$ cat config.mk
export PLATFORM = sky130hd
export DESIGN_NAME = lighthouse_frame_scheduler
export DESIGN_NICKNAME = d
export VERILOG_FILES = /design/src/rtl/lighthouse_sched_pkg.sv /design/src/rtl/rr_arbiter.sv /design/src/rtl/lighthouse_frame_scheduler.sv
export SDC_FILE = /design/constraint.sdc
export NUM_CORES = 1
export LEC_CHECK = 0
export BUFFER_PORTS_ARGS = -buffer_cell sky130_fd_sc_hd__buf_2
export CORE_AREA = 2 2 405 407
export DETAILED_ROUTE_END_ITERATION = 8
export DIE_AREA = 0 0 407 409
export PLACE_DENSITY = 0.33
export RECOVER_POWER = 50
export SYNTH_ARGS = -nofsm -noshare
export SYNTH_HDL_FRONTEND = slang
export SYNTH_HIERARCHICAL = 1
export SYNTH_SLANG_ARGS = --single-unit
export TNS_END_PERCENT = 1
$ cat constraint.sdc
create_clock -name clock -period 7.2 [get_ports clock]
set_clock_uncertainty 0.05 [all_clocks]
set_input_delay 0.72 -clock clock [delete_from_list [all_inputs] [get_ports clock]]
set_output_delay 0.72 -clock clock [all_outputs]
set_load 0.01 [all_outputs]
$ cat src/rtl/lighthouse_sched_pkg.sv
// Shared types and constants for the lighthouse frame scheduler.
package lighthouse_sched_pkg;

  typedef enum logic [2:0] {
    S_IDLE     = 3'd0,
    S_SEND     = 3'd1,
    S_WAIT_REQ = 3'd2,
    S_WAIT_END = 3'd3,
    S_GAP      = 3'd4
  } state_t;

  localparam int FRAME_BITS = 256;
  localparam int CNT_W      = 16;
  localparam int ID_W       = 4;

endpackage

$ cat src/rtl/rr_arbiter.sv
// Combinational round-robin arbiter: search starts one past the last grant.
module rr_arbiter
  import lighthouse_sched_pkg::*;
#(
  parameter int N = 4
) (
  input  logic [N-1:0]    req,
  input  logic [ID_W-1:0] last,
  output logic [N-1:0]    gnt,
  output logic [ID_W-1:0] gnt_idx,
  output logic            valid
);

  localparam int IDX_W = (N > 1) ? $clog2(N) : 1;

  always_comb begin
    logic [IDX_W-1:0] cand;
    gnt     = '0;
    gnt_idx = last;
    valid   = 1'b0;
    cand    = '0;
    for (int i = 1; i <= N; i++) begin
      cand = IDX_W'((int'(last) + i) % N);
      if (!valid && req[cand]) begin
        valid     = 1'b1;
        gnt[cand] = 1'b1;
        gnt_idx   = ID_W'(cand);
      end
    end
  end

endmodule

$ cat src/rtl/lighthouse_frame_scheduler.sv
// Arbitrates 256-bit sensor frames from several sources onto one byte-wide
// SPI master, with end-of-frame detection, inter-frame gap and watchdog.
module lighthouse_frame_scheduler
  import lighthouse_sched_pkg::*;
#(
  parameter int NUMBER_OF_REQUESTERS = 4,
  parameter int FRAME_BYTES          = 32,
  parameter int GAP_CYCLES           = 1024,
  parameter int TIMEOUT_CYCLES       = 65535
) (
  input  logic                                       clock,
  input  logic                                       reset_n,
  input  logic [NUMBER_OF_REQUESTERS-1:0]            req,
  input  logic [NUMBER_OF_REQUESTERS*FRAME_BITS-1:0] frame_data,
  output logic [NUMBER_OF_REQUESTERS-1:0]            grant,
  output logic [ID_W-1:0]                            grant_id,
  output logic                                       busy,
  output logic                                       frame_done,
  output logic                                       frame_error,
  output logic [7:0]                                 data_byte,
  output logic                                       wren,
  input  logic                                       wr_ack,
  input  logic                                       di_req,
  input  logic                                       ss_n
);

  localparam int BCNT_W = $clog2(FRAME_BYTES + 1);
  localparam logic [CNT_W-1:0] GAP_LOAD =
    (GAP_CYCLES > 65535) ? {CNT_W{1'b1}} : CNT_W'(GAP_CYCLES);
  localparam logic [CNT_W-1:0] WD_LIMIT =
    (TIMEOUT_CYCLES > 65535) ? {CNT_W{1'b1}} : CNT_W'(TIMEOUT_CYCLES);
  localparam logic [BCNT_W-1:0] LAST_BYTE = BCNT_W'(FRAME_BYTES - 1);
  localparam state_t END_STATE = (GAP_CYCLES == 0) ? S_IDLE : S_GAP;

  function automatic logic [CNT_W-1:0] sat_inc(input logic [CNT_W-1:0] v);
    return (&v) ? v : v + CNT_W'(1);
  endfunction

  function automatic logic [CNT_W-1:0] sat_dec(input logic [CNT_W-1:0] v);
    return (v == '0) ? v : v - CNT_W'(1);
  endfunction

  state_t                          state;
  logic [NUMBER_OF_REQUESTERS-1:0] pending;
  logic [NUMBER_OF_REQUESTERS-1:0] arb_gnt;
  logic [ID_W-1:0]                 arb_idx;
  logic                            arb_valid;
  logic                            capture;
  logic                            ss_n_p1;
  logic                            ss_rise;
  logic                            wd_hit;
  logic [CNT_W-1:0]                wd_cnt;
  logic [CNT_W-1:0]                wd_inc;
  logic [CNT_W-1:0]                gap_cnt;
  logic [BCNT_W-1:0]               byte_cnt;
  logic [FRAME_BITS-1:0]           sel_frame;
  logic [FRAME_BITS-1:0]           buffer;

  rr_arbiter #(.N(NUMBER_OF_REQUESTERS)) u_arb (
    .req     (pending),
    .last    (grant_id),
    .gnt     (arb_gnt),
    .gnt_idx (arb_idx),
    .valid   (arb_valid)
  );

  assign capture = (state == S_IDLE) && arb_valid;
  assign ss_rise = !ss_n_p1 && ss_n;
  assign wd_inc  = sat_inc(wd_cnt);
  assign wd_hit  = (wd_inc >= WD_LIMIT);
  assign busy    = (state != S_IDLE);

  // One-hot grant doubles as the select for the winner's frame.
  always_comb begin
    sel_frame = '0;
    for (int k = 0; k < NUMBER_OF_REQUESTERS; k++)
      sel_frame = sel_frame |
        ({FRAME_BITS{arb_gnt[k]}} & frame_data[k*FRAME_BITS +: FRAME_BITS]);
  end

  // A new request in the grant cycle must survive the clear.
  always_ff @(posedge clock or negedge reset_n) begin
    if (!reset_n)
      pending <= '0;
    else
      pending <= (pending & ~(capture ? arb_gnt : '0)) | req;
  end

  // Frame snapshot; byte 0 always sits in the low byte.
  always_ff @(posedge clock) begin
    if (capture)
      buffer <= sel_frame;
    else if (state == S_SEND && wr_ack)
      buffer <= buffer >> 8;
  end

  always_ff @(posedge clock or negedge reset_n) begin
    if (!reset_n) begin
      state       <= S_IDLE;
      grant       <= '0;
      grant_id    <= ID_W'(NUMBER_OF_REQUESTERS - 1);
      frame_done  <= 1'b0;
      frame_error <= 1'b0;
      data_byte   <= '0;
      wren        <= 1'b0;
      byte_cnt    <= '0;
      gap_cnt     <= '0;
      wd_cnt      <= '0;
      ss_n_p1     <= 1'b1;
    end else begin
      grant       <= '0;
      frame_done  <= 1'b0;
      frame_error <= 1'b0;
      ss_n_p1     <= ss_n;
      case (state)
        S_IDLE: begin
          if (arb_valid) begin
            grant     <= arb_gnt;
            grant_id  <= arb_idx;
            data_byte <= sel_frame[7:0];
            wren      <= 1'b1;
            byte_cnt  <= '0;
            wd_cnt    <= '0;
            state     <= S_SEND;
          end
        end
        S_SEND: begin
          if (wr_ack) begin
            wren     <= 1'b0;
            byte_cnt <= byte_cnt + BCNT_W'(1);
            wd_cnt   <= '0;
            state    <= (byte_cnt == LAST_BYTE) ? S_WAIT_END : S_WAIT_REQ;
          end else if (wd_hit) begin
            wren        <= 1'b0;
            frame_done  <= 1'b1;
            frame_error <= 1'b1;
            gap_cnt     <= GAP_LOAD;
            state       <= END_STATE;
          end else begin
            wd_cnt <= wd_inc;
          end
        end
        S_WAIT_REQ: begin
          if (di_req) begin
            data_byte <= buffer[7:0];
            wren      <= 1'b1;
            wd_cnt    <= '0;
            state     <= S_SEND;
          end else if (wd_hit) begin
            wren        <= 1'b0;
            frame_done  <= 1'b1;
            frame_error <= 1'b1;
            gap_cnt     <= GAP_LOAD;
            state       <= END_STATE;
          end else begin
            wd_cnt <= wd_inc;
          end
        end
        S_WAIT_END: begin
          if (ss_rise) begin
            frame_done <= 1'b1;
            gap_cnt    <= GAP_LOAD;
            state      <= END_STATE;
          end else if (wd_hit) begin
            wren        <= 1'b0;
            frame_done  <= 1'b1;
            frame_error <= 1'b1;
            gap_cnt     <= GAP_LOAD;
            state       <= END_STATE;
          end else begin
            wd_cnt <= wd_inc;
          end
        end
        S_GAP: begin
          if (gap_cnt <= CNT_W'(1))
            state <= S_IDLE;
          else
            gap_cnt <= sat_dec(gap_cnt);
        end
        default: state <= S_IDLE;
      endcase
    end
  end

endmodule

==> out/qor.yml <==
clockBufferDepth: 3
top_achievable_clock_speed_mhz: 175
route.detailed.drc: 0
wirelength_mm: 134
power.density_cell_area_nw_per_um2: 543
max_slew.worst_pin.slew_ps: 3970
hpwl_mm: 106
mapped_nets: 2948
hold_path_class: "input pin to flip-flop"
syn-mean-instance-area_sq_um: 9.87
cts.htree.levels: 2
via_count_of_the_first_global_routing_pass: 21600
yosys_register_bits: 321
grt_use_total_pct: 15.4
gp_congestion: 0.923
clock_insertion_delay_worst_skew_ps: 610
number_of_standard_cells_after_synthesis: 1903
num_io_pins: 1053
starting_density_of_the_core_pct: 11.6
std_cell_rows: 148
critical_path.startpoint_type: "flip-flop"
number_of_gates_given_a_new_drive_strength_after_cts: 0
die_width_um: 407
end_kind: "flip-flop"
run_status: "finished, violations left"
crit_buf_inv: 3
synth_area_sq_um: 18800
synth.distinct_cells: 71
maximum_number_of_pins_on_one_net_before_global_route_repair: 145
drive_gt1_share_pct: 40.2
drt_iter0_drc: 1659
worst-endpoint-arrival_ps: 5990
crit_slowest_cell: "o2bb2ai_1"
cap_viol_max_count: 4
via_count_normalized_by_instance_count: 4.22
route.antenna.remaining_nets: 0
cts_hold_repair.buffers: 0
fin_setup_tns_ps: 0
layout_min_cycle_time_ps: 5710
wire_per_inst_um: 26.5
timing.critical_path.cells: "inv_1 > ha_1 > mux4_2 > a31o_2 > a221oi_2 > o2bb2ai_1 > buf_12 > buf_4 > a22oi_1 > a31oi_1"
post-cts-setup-buffer-count: 0
cpPeakStageDelay_ps: 1550
irDropWorstVdd_mv: 0.428
layout-area-overhead-vs-synth_pct: 48.5
cts_buffers: 46
ys_seq_area_share_pct: 49.6
max_slew_margin_pct: -165
drt_pre_antenna_iters: 8
tritoncts_clock_tree: "built"
clk_transition_reported_paths_ps: 60
async_reset_ff_share_pct: 20.2
crit_family: "compound AO/OA/AOI/OAI gates"
synthesis.yosys.warnings: 6
placement.io_buffers: 1052
post_route_hold_slack_ps: 176
grt_remaining_overflow: 0
grt_antenna_before_repair: 120
synth_enable_flop_cells: 256
nNetsFinal: 3883
die_h_um: 409
path_max_fanout: 89
critical_path_required_ps: 7480
dominantRegCellSynth: "edfxtp_1"
cellLeakagePower_nw: 10.8
fp.coreArea_sq_um: 162000
fin_crit_sh_pct: 79.3
maxSlewViolCount: 230
clock_tree.root_cell: "clkbuf_16"
path_class: "flip-flop to flip-flop"
clock_sink_count: 321
detailroute.via_count: 21500
final_count_of_hold_timing_violations: 0
die-area_sq_um: 166000
timing.final.setup_violations: 0
grt_setup_unrepaired: "false"
first_pass_grt_wire_length_mm: 179
violations: "capacitance limit, slew limit"
## synthesized netlist by cell type, types with 3 or more instances
library cell | instances | share of area, %
o21ai_0 | 29 | 0.77
o22a_1 | 3 | 0.14
o221ai_1 | 3 | 0.14
nand2b_1 | 6 | 0.20
o31ai_1 | 5 | 0.20
o221a_2 | 8 | 0.48
o2bb2ai_1 | 4 | 0.19
a41oi_1 | 5 | 0.23
ha_1 | 12 | 0.80
a221oi_1 | 3 | 0.14
and2_1 | 7 | 0.23
or4_1 | 3 | 0.12
a21oi_1 | 27 | 0.72
or3_1 | 5 | 0.17
nand4_1 | 8 | 0.27
buf_2 | 4 | 0.11
o22ai_1 | 6 | 0.20
a21o_1 | 4 | 0.16
o21bai_1 | 6 | 0.24
dfrtp_1 | 62 | 8.3
edfxtp_1 | 256 | 41
nor3_1 | 10 | 0.27
inv_1 | 24 | 0.48
nand2_1 | 49 | 0.98
nor2_1 | 291 | 5.8
a22oi_1 | 513 | 21
nor4_1 | 8 | 0.27
or2_2 | 4 | 0.13
clkbuf_1 | 185 | 3.7
o21a_1 | 9 | 0.36
dfstp_2 | 3 | 0.42
and3_1 | 6 | 0.20
nand3_1 | 21 | 0.56
mux2_2 | 5 | 0.30
mux2i_1 | 4 | 0.21
o41ai_1 | 3 | 0.14
nor2b_1 | 3 | 0.10
a31o_1 | 3 | 0.14
buf_1 | 3 | 0.060
xor2_1 | 4 | 0.19
a31oi_1 | 250 | 8.3
## registers in the layout, summed over array words and instances (netlist names)
register	cells
frame_error	1
data_byte	8
ss_n_p1	1
wren	1
grant	4
gap_cnt	16
grant_id	4
pending	4
frame_done	1
byte_cnt	6
buffer	256
wd_cnt	16
state	3
## cell families (layout without fill, tap and decap cells)
logic type                 count (synthesis)  count (layout)  share of synthesized area [%]
AOI/OAI and AO/OA                        902             902                           34.1
xor gates and xnor gates                   5               5                          0.233
adders and majority gates                 12              12                          0.800
buffers and inverters                    218            1188                           4.46
DFF                                      321             321                           49.6
muxes                                     12              12                          0.826
other                                      0              35                              0
and+or+nand+nor                          433             433                           9.91
## per-stage QoR
| stage | instance area (sq um) | power (W) | std cells | setup WS (ps) | utilization, % |
|---|---|---|---|---|---|
| finish | 27900 | 0.0151 | 5083 | 1490 | 17.2 |
| global route | 27900 | 0.0163 | 5073 | 1140 | 17.2 |
| CTS | 27900 | 0.0155 | 5048 | 2530 | 17.2 |
| detailed placement | 26500 | 0.0130 | 4965 | 2560 | 16.3 |
| global placement | 26500 | 0.0131 | 4965 | 2570 | 16.3 |
| floorplan | 18800 | 0.00961 | 1903 | 152 | - |
## routing by layer
metal  GRT usage (%)  part of all wire, %
met1            19.1                   41
met2            26.0                   49
met3            3.48                  6.6
met4            5.39                  3.2
met5               0                 0.27
## layout by cell type (no fill, tap or decap), types with 12 or more instances in the layout
master | Yosys | final
clkinv_1 | 0 | 12
clkbuf_1 | 185 | 29
edfxtp_1 | 256 | 256
nand2_1 | 49 | 49
buf_2 | 4 | 1033
nor2_1 | 291 | 291
o21ai_0 | 29 | 30
dfrtp_1 | 62 | 62
clkbuf_16 | 0 | 47
nand3_1 | 21 | 21
diode_2 | 0 | 35
inv_1 | 24 | 23
a21oi_1 | 27 | 27
a31oi_1 | 250 | 251
a22oi_1 | 513 | 513
buf_4 | 0 | 14
ha_1 | 12 | 12
## worst register-to-register path, stage by stage, from the launching register on
cell and delay, ps:
dfstp_1 1000, inv_1 360, ha_1 590, mux4_2 360, a31o_2 140, a221oi_2 40
o2bb2ai_1 1550, buf_12 340, buf_4 560, a22oi_1 130, a31oi_1 330
## path summary, 6_finish.rpt
kind | startpoint | endpoint | slack [ps] | depth (start not counted)
min in group asynchronous | reset_n | data_byte[7] | 1560 | 2
worst max register to register | grant_id[0] | buffer[18] | 1490 | 10
max in group asynchronous | reset_n | wd_cnt[8] | 3310 | 2
worst max-delay path | grant_id[0] | buffer[18] | 1490 | 10
worst min-delay path | ss_n | ss_n_p1 | 180 | 1
worst min register to register | grant_id[2] | grant_id[2] | 440 | 2
## layout make-up
cell class / instances / area [sq um]
Fill cell: 18500 / 134000
Sequential cell: 321 / 9320
Multi-Input combinational cell: 1364 / 8620
Tap cell: 2175 / 2720
Inverter: 24 / 97.6
Clock buffer: 55 / 1220
Antenna cell: 35 / 87.6
Clock inverter: 28 / 233
Timing Repair Buffer: 1081 / 5580
## where the power goes
| part | switching (W) | total, W | internal, W | leakage, nW |
|---|---|---|---|---|
| Clock | 0.000989 | 0.00230 | 0.00131 | 0.714 |
| Sequential | 0.000471 | 0.00407 | 0.00360 | 3.26 |
| Combinational | 0.00601 | 0.00878 | 0.00277 | 6.86 |
| Total | 0.00747 | 0.0151 | 0.00768 | 10.8 |
Note: power is estimated with default switching activity, not from simulation.
